$ cat src/rtl/ysyx_24080006_pkg.sv
// rtl/ysyx_24080006_pkg.sv - shared types and constants for the ysyx_24080006 core
package ysyx_24080006_pkg;

    typedef enum logic [1:0] {
        REQ  = 2'd0,
        WAIT = 2'd1,
        HOLD = 2'd2
    } ifu_state_e;

    localparam logic [31:0] RESET_PC      = 32'h3000_0000;
    localparam logic [1:0]  AXI_RESP_OKAY = 2'b00;
    localparam logic [31:0] NOP_INST      = 32'h0000_0013;

    // Instruction addresses are word aligned; low two bits of any target are dropped.
    function automatic logic [31:0] align_pc(input logic [31:0] addr);
        return {addr[31:2], 2'b00};
    endfunction

endpackage

$ cat src/rtl/ysyx_24080006_ifu_if.sv
// rtl/ysyx_24080006_ifu_if.sv - fetch unit bundle: redirect, AXI4-Lite read channels, decode handoff
interface ysyx_24080006_ifu_if;

    logic        redirect_valid;
    logic [31:0] redirect_pc;

    logic        arvalid;
    logic [31:0] araddr;
    logic        arready;
    logic        rvalid;
    logic [31:0] rdata;
    logic [1:0]  rresp;
    logic        rready;

    logic        out_valid;
    logic        out_ready;
    logic [31:0] out_inst;
    logic [31:0] out_pc;
    logic        out_fault;

    modport master (
        input  redirect_valid, redirect_pc,
        input  arready, rvalid, rdata, rresp,
        input  out_ready,
        output arvalid, araddr, rready,
        output out_valid, out_inst, out_pc, out_fault
    );

    modport slave (
        output redirect_valid, redirect_pc,
        output arready, rvalid, rdata, rresp,
        output out_ready,
        input  arvalid, araddr, rready,
        input  out_valid, out_inst, out_pc, out_fault
    );

endinterface

$ cat src/rtl/ysyx_24080006_ifu.sv
// rtl/ysyx_24080006_ifu.sv - instruction fetch unit: PC, single-outstanding read, decode handoff
module ysyx_24080006_ifu #(
    parameter logic [31:0] RESET_PC = ysyx_24080006_pkg::RESET_PC,
    parameter logic [31:0] PC_INCR  = 32'd4
) (
    input  logic                  clock,
    input  logic                  rst_n,
    ysyx_24080006_ifu_if.master   bus
);

    import ysyx_24080006_pkg::*;

    ifu_state_e  state;
    logic        started;
    logic        kill;
    logic [31:0] pc;
    logic [31:0] req_addr;

    logic        out_valid_q;
    logic [31:0] out_inst_q;
    logic [31:0] out_pc_q;
    logic        out_fault_q;

    logic [31:0] redirect_target;
    logic [31:0] pc_seq;
    logic        redirect;
    logic        ar_fire;
    logic        resp_fault;

    assign redirect_target = align_pc(bus.redirect_pc);
    assign pc_seq          = pc + PC_INCR;
    assign redirect        = bus.redirect_valid;
    assign ar_fire         = bus.arvalid & bus.arready;
    assign resp_fault      = (bus.rresp != AXI_RESP_OKAY);

    // 'started' keeps arvalid low throughout reset and for the release cycle.
    assign bus.arvalid   = started & (state == REQ);
    assign bus.araddr    = req_addr;
    assign bus.rready    = (state == WAIT);
    assign bus.out_valid = out_valid_q;
    assign bus.out_inst  = out_inst_q;
    assign bus.out_pc    = out_pc_q;
    assign bus.out_fault = out_fault_q;

    always_ff @(posedge clock or negedge rst_n) begin
        if (!rst_n) begin
            state       <= REQ;
            started     <= 1'b0;
            kill        <= 1'b0;
            pc          <= RESET_PC;
            req_addr    <= RESET_PC;
            out_valid_q <= 1'b0;
            out_inst_q  <= 32'h0;
            out_pc_q    <= 32'h0;
            out_fault_q <= 1'b0;
        end else begin
            started <= 1'b1;
            unique case (state)
                REQ: begin
                    // araddr is frozen once presented; a redirect only marks the beat stale.
                    if (redirect) begin
                        pc <= redirect_target;
                        if (started) begin
                            kill <= 1'b1;
                        end else begin
                            req_addr <= redirect_target;
                        end
                    end
                    if (ar_fire) begin
                        state <= WAIT;
                    end
                end
                WAIT: begin
                    if (bus.rvalid) begin
                        kill  <= 1'b0;
                        state <= REQ;
                        if (redirect) begin
                            pc       <= redirect_target;
                            req_addr <= redirect_target;
                        end else if (kill) begin
                            req_addr <= pc;
                        end else begin
                            state       <= HOLD;
                            out_valid_q <= 1'b1;
                            out_pc_q    <= pc;
                            out_fault_q <= resp_fault;
                            out_inst_q  <= resp_fault ? NOP_INST : bus.rdata;
                        end
                    end else if (redirect) begin
                        pc   <= redirect_target;
                        kill <= 1'b1;
                    end
                end
                HOLD: begin
                    // Redirect beats a same-cycle decode handshake; decode squashes that one.
                    if (redirect) begin
                        out_valid_q <= 1'b0;
                        pc          <= redirect_target;
                        req_addr    <= redirect_target;
                        state       <= REQ;
                    end else if (bus.out_ready) begin
                        out_valid_q <= 1'b0;
                        pc          <= pc_seq;
                        req_addr    <= pc_seq;
                        state       <= REQ;
                    end
                end
                default: begin
                    state <= REQ;
                end
            endcase
        end
    end

endmodule

$ cat src/flat_wrapper.sv
// flat-port wrapper written by rule: the top's interface ports become plain ports
module ysyx_24080006_ifu_flat import ysyx_24080006_pkg::*;
#(
    parameter logic [31:0] RESET_PC = ysyx_24080006_pkg::RESET_PC,
    parameter logic [31:0] PC_INCR  = 32'd4
)
  (clock, rst_n, bus_redirect_valid, bus_redirect_pc, bus_arready, bus_rvalid, bus_rdata, bus_rresp, bus_out_ready, bus_arvalid, bus_araddr, bus_rready, bus_out_valid, bus_out_inst, bus_out_pc, bus_out_fault);
  ysyx_24080006_ifu_if bus_i ();
  input  logic clock;
  input  logic rst_n;
  input wire logic [$bits(bus_i.redirect_valid)-1:0] bus_redirect_valid;
  input wire logic [$bits(bus_i.redirect_pc)-1:0] bus_redirect_pc;
  input wire logic [$bits(bus_i.arready)-1:0] bus_arready;
  input wire logic [$bits(bus_i.rvalid)-1:0] bus_rvalid;
  input wire logic [$bits(bus_i.rdata)-1:0] bus_rdata;
  input wire logic [$bits(bus_i.rresp)-1:0] bus_rresp;
  input wire logic [$bits(bus_i.out_ready)-1:0] bus_out_ready;
  output wire logic [$bits(bus_i.arvalid)-1:0] bus_arvalid;
  output wire logic [$bits(bus_i.araddr)-1:0] bus_araddr;
  output wire logic [$bits(bus_i.rready)-1:0] bus_rready;
  output wire logic [$bits(bus_i.out_valid)-1:0] bus_out_valid;
  output wire logic [$bits(bus_i.out_inst)-1:0] bus_out_inst;
  output wire logic [$bits(bus_i.out_pc)-1:0] bus_out_pc;
  output wire logic [$bits(bus_i.out_fault)-1:0] bus_out_fault;
  assign bus_i.redirect_valid = bus_redirect_valid;
  assign bus_i.redirect_pc = bus_redirect_pc;
  assign bus_i.arready = bus_arready;
  assign bus_i.rvalid = bus_rvalid;
  assign bus_i.rdata = bus_rdata;
  assign bus_i.rresp = bus_rresp;
  assign bus_i.out_ready = bus_out_ready;
  assign bus_arvalid = bus_i.arvalid;
  assign bus_araddr = bus_i.araddr;
  assign bus_rready = bus_i.rready;
  assign bus_out_valid = bus_i.out_valid;
  assign bus_out_inst = bus_i.out_inst;
  assign bus_out_pc = bus_i.out_pc;
  assign bus_out_fault = bus_i.out_fault;
  ysyx_24080006_ifu #(.RESET_PC(RESET_PC), .PC_INCR(PC_INCR)) u_core (.clock(clock), .rst_n(rst_n), .bus(bus_i));
endmodule
$ cat config.mk
export PLATFORM = sky130hd
export DESIGN_NAME = ysyx_24080006_ifu_flat
export DESIGN_NICKNAME = d
export VERILOG_FILES = /design/src/rtl/ysyx_24080006_pkg.sv /design/src/rtl/ysyx_24080006_ifu_if.sv /design/src/rtl/ysyx_24080006_ifu.sv /design/src/flat_wrapper.sv
export SDC_FILE = /design/constraint.sdc
export NUM_CORES = 1
export LEC_CHECK = 0
export CAP_MARGIN = 20
export CORE_MARGIN = 2
export CORE_UTILIZATION = 42
export DETAILED_ROUTE_END_ITERATION = 6
export PLACE_DENSITY = 0.68
export SYNTH_ARGS = -nofsm -noshare
export SYNTH_HDL_FRONTEND = slang
export SYNTH_SLANG_ARGS = --single-unit
$ cat constraint.sdc
create_clock -name clock -period 3.2 [get_ports clock]
set_clock_uncertainty 0.15 [all_clocks]
set_input_delay 0.32 -clock clock [delete_from_list [all_inputs] [get_ports clock]]
set_output_delay 0.32 -clock clock [all_outputs]
set_load 0.02 [all_outputs]
==> results of run 1 <==
placed cells by master, fill, tap and decap left out, types with 6 or more instances in the layout:
cell type / count
ha_1: 6
nor3_1: 12
or4_1: 8
o22ai_1: 12
a21oi_1: 44
xnor2_1: 6
a31oi_1: 16
and3_1: 9
nor4_1: 9
nand2b_1: 6
clkdlybuf4s50_1: 167
o22a_1: 7
nor2_1: 52
o31ai_1: 7
nor2b_1: 8
o211ai_1: 9
nand2_1: 146
a22o_1: 40
inv_1: 13
nand4_1: 11
dfrtp_1: 130
nand3_1: 29
buf_4: 31
a2bb2oi_1: 12
o21ai_0: 61
or3_1: 7
clkbuf_16: 17
mux2i_1: 11
a22oi_1: 9
metrics by stage:
step	power, mW	cells
final	11.3	1215
after global routing	12.0	1215
after CTS	11.3	1215
after detailed placement	9.19	1182
after global placement	9.12	1182
after floorplan	6.73	836
power groups by stage:
stage | registers [mW] | clock network [mW] | logic, mW
after CTS | 3.33 | 2.07 | 5.89
after detailed placement | 3.34 | 0 | 5.84
after global placement | 3.33 | 0 | 5.79
final | 3.35 | 2.04 | 5.91
after global routing | 3.45 | 2.16 | 6.36
after floorplan | 3.68 | 0 | 3.05
cell usage after synthesis (5+ instances only):
cell type and instances:
o211ai_1 9, mux2_2 5, nand2_1 147, nor3_1 14, a31oi_1 16, mux2i_1 11
nand2b_1 6, dfrtp_1 130, ha_1 6, a221oi_1 5, or3_1 7, or4_1 8
a211oi_1 5, buf_2 9, inv_1 13, a2bb2oi_1 12, a22oi_1 9, and3_1 9
nor2_1 53, a21oi_1 44, nand3_1 29, nand4_1 11, o21ai_0 61, a22o_1 40
clkbuf_1 66, nor4_1 9, o31ai_1 7, o22a_1 7, o22ai_1 12, xnor2_1 6
nor2b_1 8
worst min path at each step:
stage | from | to | slack (ns) | depth (start not counted)
after floorplan | rst_n | u_core.bus.araddr[0] | -0.13 | 0
after global placement | rst_n | u_core.bus.out_pc[16] | 0.13 | 1
after detailed placement | rst_n | u_core.bus.out_pc[16] | 0.13 | 1
after CTS | bus_redirect_valid | u_core.kill | 0.18 | 3
after global routing | bus_redirect_valid | u_core.kill | 0.23 | 3
final | bus_redirect_valid | u_core.kill | 0.19 | 3
flip-flops by register name, summed over array words and instances (netlist names):
signal,flops
u_core.bus.araddr,32
u_core.bus.out_fault,1
u_core.bus.out_inst,32
u_core.bus.out_pc,32
u_core.bus.out_valid,1
u_core.kill,1
u_core.pc,32
u_core.started,1
u_core.state,2
per-layer routing:
| metal | global-route usage | vias to the layer above | routed length [um] |
|---|---|---|---|
| met2 | 0.411 | 307 | 11300 |
| li1 | - | 3327 | - |
| met1 | 0.352 | 3463 | 10100 |
| met5 | 0 | - | 0 |
| met4 | 0.102 | 0 | 631 |
| met3 | 0.0500 | 51 | 1560 |
final cells by class:
cell class	count	area share
Timing Repair Buffer	203	0.200
Sequential cell	134	0.340
Clock buffer	19	0.0448
Tap cell	225	0.0285
Clock inverter	13	0.0170
Inverter	14	0.00532
Multi-Input combinational cell	607	0.365
worst max-delay path, stage by stage (launching register included):
cell and delay (ns):
dfrtp_1 0.49, ha_1 0.40, nand3_1 0.20, or4_1 0.50, buf_4 0.21, o211ai_1 0.27, and3_1 0.24, o21ai_0 0.09
cell families (layout without fill, tap and decap cells):
family	after synthesis	after routing	synth area share
adder cells (fa/ha/maj)	6	6	0.0103
flip-flops	134	134	0.459
buffers and inverters	95	249	0.0506
XOR/XNOR	8	8	0.00958
other	1	1	0.000513
AND/OR/NAND/NOR	313	313	0.200
multiplexers	16	16	0.0227
AO/OA/AOI/OAI	263	263	0.247
==> impl_metrics.py, run 1 <==
metrics = {
    "worst_setup_path": {
        "timing.reg2reg.worst_path_depth": 7,
        "ff2ff_setup_slack_ns": 0.53,
        "crit_path_launch": "u_core.pc[2]",
        "timing.rr.start": "u_core.pc[2]",
        "path_class": "register to register",
        "required_ns": 3.35,
        "end_kind": "register",
        "worst_ep_arrival_time_ns": 2.82,
        "crit_path_end": "u_core.bus.araddr[20]",
        "setup.worst_path.start_class": "register",
        "critical_path_peak_fanout": 8,
        "worstReg2RegEnd": "u_core.bus.araddr[20]",
    },
    "global_route": {
        "first_global_vias": 6705,
        "grt_max_degree": 92,
        "overflow": 0,
        "grt_pass1_wl_um": 37200,
        "antenna_violations_before_repair": 0,
        "groute.usage.overall": 0.259,
    },
    "sta": {
        "worst-slew-pin-transition_ns": 0.855,
        "setup_total_negative_slack_ns": 0,
        "holdWs_ns": 0.195,
        "postLayoutSetupSlackWorst_ns": 0.532,
        "finalSetupViolations": 0,
        "hold_viol_final": 0,
        "highest_attainable_clock_frequency_mhz": 375,
        "final.period_utilization": 0.834,
        "grt_setup_unrepaired": "no",
        "slew_headroom": 0.426,
        "post-route-min-period_ns": 2.67,
        "timing_max_transition_violations_final": 0,
    },
    "clock_network": {
        "path_clk_slew_ns": 0.06,
        "clock-sinks": 134,
        "cts_max_level": 4,
        "post-cts-setup-buffer-count": 0,
        "cts_tree": "yes",
        "insertion_delay_ns": 0.43,
        "cts-hold-fix-buffers": 1,
        "cts_repair_resize_count": 0,
        "cts_root_buf": "clkbuf_16",
        "cts-buffers-inserted": 17,
        "clock_tree.buffer_depth": 2,
    },
    "cells_and_area": {
        "syn_to_final_growth_pct": 35.0,
        "post_route_cells_drive_above_1_share": 0.0889,
        "multi_input_comb_area_um2": 3600,
        "regArea_um2": 3360,
        "layout.core_utilization": 0.575,
        "final_nets": 1055,
        "insertedDiodeCount": 0,
        "num-fill-cells": 1587,
        "final_design_area_no_fill_um2": 9880,
    },
    "synth": {
        "post_synth_main_area_contributors": "dfrtp_1, nand2_1, a22o_1, o21ai_0, clkbuf_1",
        "syn_area_um2": 7320,
        "proportion_of_register_bits_with_asynchronous_set_or_reset_after_synthesis": 1.00,
        "synth_warnings": 0,
        "postSynthRegisterBits": 134,
        "netlist-cell-type-count": 64,
        "ys_dominant_reg_cell": "dfrtp_1",
        "ys_seq_area_frac": 0.459,
        "top_cell_type_by_total_area_after_synthesis": "dfrtp_1",
        "number_of_enable_type_register_cells_in_the_synthesized_netlist": 0,
        "synthesis.nets": 914,
        "synth_top_cell_area_share": 0.445,
        "synthCells": 836,
        "synth.avg_cell_area_um2": 8.75,
    },
    "run": {
        "drv.max_cap_violation_count": 0,
    },
    "placement": {
        "place.port_buffers": 169,
        "post-dp-hpwl_um": 15900,
        "dpl_worst_slack_ns": 0.608,
        "place.gp.congestion": 0.896,
        "dpl-instance-area_um2": 9260,
    },
    "floorplan": {
        "initial_utilization": 0.426,
        "chipHeight_um": 136,
        "floorplan.die_area_um2": 18500,
        "fp.coreArea_um2": 17200,
        "dieWidth_um": 136,
        "rows": 48,
        "floorplan.io_pins": 172,
    },
    "power": {
        "p_int_mw": 6.33,
        "net_sw_power_mw": 4.98,
        "pwr-share-clk": 0.181,
        "power.static_leakage_nw": 4.14,
        "peakVddDrop_mv": 0.599,
        "share_comb_of_total_power": 0.523,
        "p_per_area_nw_per_um2": 1140,
        "p_seq_frac": 0.297,
        "sw_frac_of_total": 0.440,
    },
    "routing": {
        "vias_per_cell": 5.88,
        "final_antenna_net_count": 0,
        "vias": 7148,
        "drt_first_iter_violations": 742,
        "firstDrtPassIters": 6,
        "wire_per_inst_um": 19.4,
        "remaining_drc_errors": 0,
        "wl_um": 23600,
    },
    "outcome": {
        "status": "completed",
    },
    "min_path": {
        "hold_path_class": "input port to register",
    },
}
No activity file was read; power rests on OpenSTA's default activity.
==> run 2: changes to the inputs <==
PLACE_DENSITY = 0.71   (was 0.68)
clock period = 2.3 ns   (was 3.2 ns; I/O delays follow)
==> run 2 against run 1 <==
  * Critical path depth is 1 higher
  * Die area did not move
  * Via count rose by 6.4%
  * Non-clock buffer count is 76 higher
  * Design area up 7.0%
  * Clock power is 28% higher
  * Highest routed layer unchanged
  * Flip-flop and latch count unchanged
  * Largest power group unchanged
==> impl_metrics.py, run 2 (synthesis results as in run 1) <==
metrics = {
    "routing": {
        "firstDrtPassIters": 6,
        "drt_first_iter_violations": 830,
        "vias_per_cell": 5.89,
        "wire_per_inst_um": 19.5,
        "wl_um": 25100,
        "vias": 7608,
        "remaining_drc_errors": 0,
        "final_antenna_net_count": 0,
    },
    "clock_network": {
        "cts_tree": "yes",
        "path_clk_slew_ns": 0.06,
        "cts_root_buf": "clkbuf_16",
        "cts-buffers-inserted": 17,
        "clock_tree.buffer_depth": 2,
        "clock-sinks": 134,
        "cts_max_level": 4,
        "insertion_delay_ns": 0.43,
    },
    "worst_setup_path": {
        "timing.rr.start": "u_core.state[0]",
        "worst_ep_arrival_time_ns": 2.38,
        "end_kind": "register",
        "ff2ff_setup_slack_ns": 0.1,
        "worstReg2RegEnd": "u_core.bus.araddr[21]",
        "path_class": "register to register",
        "critical_path_peak_fanout": 12,
        "timing.reg2reg.worst_path_depth": 8,
        "required_ns": 2.48,
        "setup.worst_path.start_class": "register",
    },
    "sta": {
        "setup_total_negative_slack_ns": 0,
        "worst-slew-pin-transition_ns": 0.563,
        "highest_attainable_clock_frequency_mhz": 454,
        "hold_viol_final": 0,
        "timing_max_transition_violations_final": 0,
        "post-route-min-period_ns": 2.20,
        "slew_headroom": 0.620,
        "postLayoutSetupSlackWorst_ns": 0.0959,
        "finalSetupViolations": 0,
        "final.period_utilization": 0.958,
        "holdWs_ns": 0.0478,
        "grt_setup_unrepaired": "no",
    },
    "cells_and_area": {
        "most-common-layout-cells": "clkdlybuf4s50_1, nand2_1, dfrtp_1, buf_4, o21ai_0",
        "layout.core_utilization": 0.615,
        "syn_to_final_growth_pct": 44.4,
        "insertedDiodeCount": 0,
        "post_route_cells_drive_above_1_share": 0.171,
        "final_common_cell": "clkdlybuf4s50_1",
        "final_nets": 1131,
    },
    "min_path": {
        "worstHoldPathCells": 3,
        "worst_hold_path.endpoint": "u_core.kill",
        "hold_path_class": "input port to register",
        "timing.hold.worst.start": "bus_redirect_valid",
    },
    "floorplan": {
        "initial_utilization": 0.426,
        "rows": 48,
        "dieWidth_um": 136,
        "fp.coreArea_um2": 17200,
        "floorplan.die_area_um2": 18500,
        "floorplan.io_pins": 172,
        "chipHeight_um": 136,
    },
    "placement": {
        "place.port_buffers": 169,
        "post-dp-hpwl_um": 17900,
        "place.gp.congestion": 0.967,
        "dpl_worst_slack_ns": -0.191,
    },
    "global_route": {
        "grt_pass1_wl_um": 39400,
        "antenna_violations_before_repair": 0,
        "grt_max_degree": 55,
        "overflow": 0,
        "first_global_vias": 7311,
        "groute.usage.overall": 0.276,
    },
    "power": {
        "power.static_leakage_nw": 4.53,
        "peakVddDrop_mv": 0.722,
        "p_int_mw": 9.50,
        "sw_frac_of_total": 0.434,
        "p_per_area_nw_per_um2": 1590,
        "p_seq_frac": 0.257,
        "pwr-share-clk": 0.155,
        "net_sw_power_mw": 7.29,
        "share_comb_of_total_power": 0.588,
        "total_power_mw": 16.8,
    },
    "run": {
        "drv.max_cap_violation_count": 0,
    },
    "outcome": {
        "status": "completed",
    },
}
==> run 2: cell count changes in the layout (fill, tap and decap cells not counted), moves of 3 or more <==
cell | before | now
buf_12 | 2 | 6
buf_4 | 31 | 98
buf_6 | 1 | 5
ha_1 | 6 | 3
==> run 2: what timing repair did <==
item,in CTS,in global routing
pin swaps,0,1
endpoints found under the setup margin,4,84
buffers inserted,0,2
hold buffers,1,0
endpoints found under the hold margin,49,0
cloned,0,1
resized for setup,4,21
==> run 2: worst max-delay path by stage <==
stage | from | slack (ns) | to | depth (start not counted)
detailed placement | u_core.state[0] | -0.19 | u_core.bus.araddr[14] | 7
CTS | u_core.state[0] | 0.01 | u_core.bus.araddr[21] | 8
global route | u_core.state[1] | 0.008 | u_core.bus.araddr[17] | 9
finish | u_core.state[0] | 0.1 | u_core.bus.araddr[21] | 8
global placement | u_core.state[0] | -0.07 | u_core.bus.araddr[14] | 7
floorplan | u_core.pc[2] | -0.06 | u_core.bus.araddr[22] | 8
==> run 2: worst max-delay path, stage by stage, from the launching register on <==
cell      delay (ns)
dfrtp_2         0.41
inv_2           0.07
ha_2            0.22
nand2b_1        0.13
o22ai_1         0.11
or3_4           0.42
buf_6           0.17
a221o_1         0.27
o22a_1          0.15
==> run 2: cell type report <==
class	instances	area, um^2
sequential	134	3360
fill	1521	6610
clock buffer	18	439
tap	225	282
inverter	14	52.6
multi-input combinational	607	3690
timing repair buffer	279	2620
clock inverter	14	125
==> run 2: power groups by stage <==
stage	clock network (mW)	logic (mW)	registers [mW]
global placement	0	9.29	4.30
floorplan	0	4.26	5.12
detailed placement	0	9.41	4.31
global route	2.74	10.6	4.44
CTS	2.65	9.51	4.29
finish	2.61	9.87	4.32
==> run 2: per-layer routing <==
metal  up-vias  track usage  wire [um]
met5         -            0          0
met4         0        0.140       1020
met3        68       0.0526       2010
met2       396        0.432      11700
met1      3647        0.365      10400
li1       3497            -          -
==> run 2: through the flow <==
stage | instance area, um^2 | std cells
floorplan | 7320 | 836
global placement | 9860 | 1255
detailed placement | 9860 | 1255
CTS | 10400 | 1288
global route | 10600 | 1291
finish | 10600 | 1291
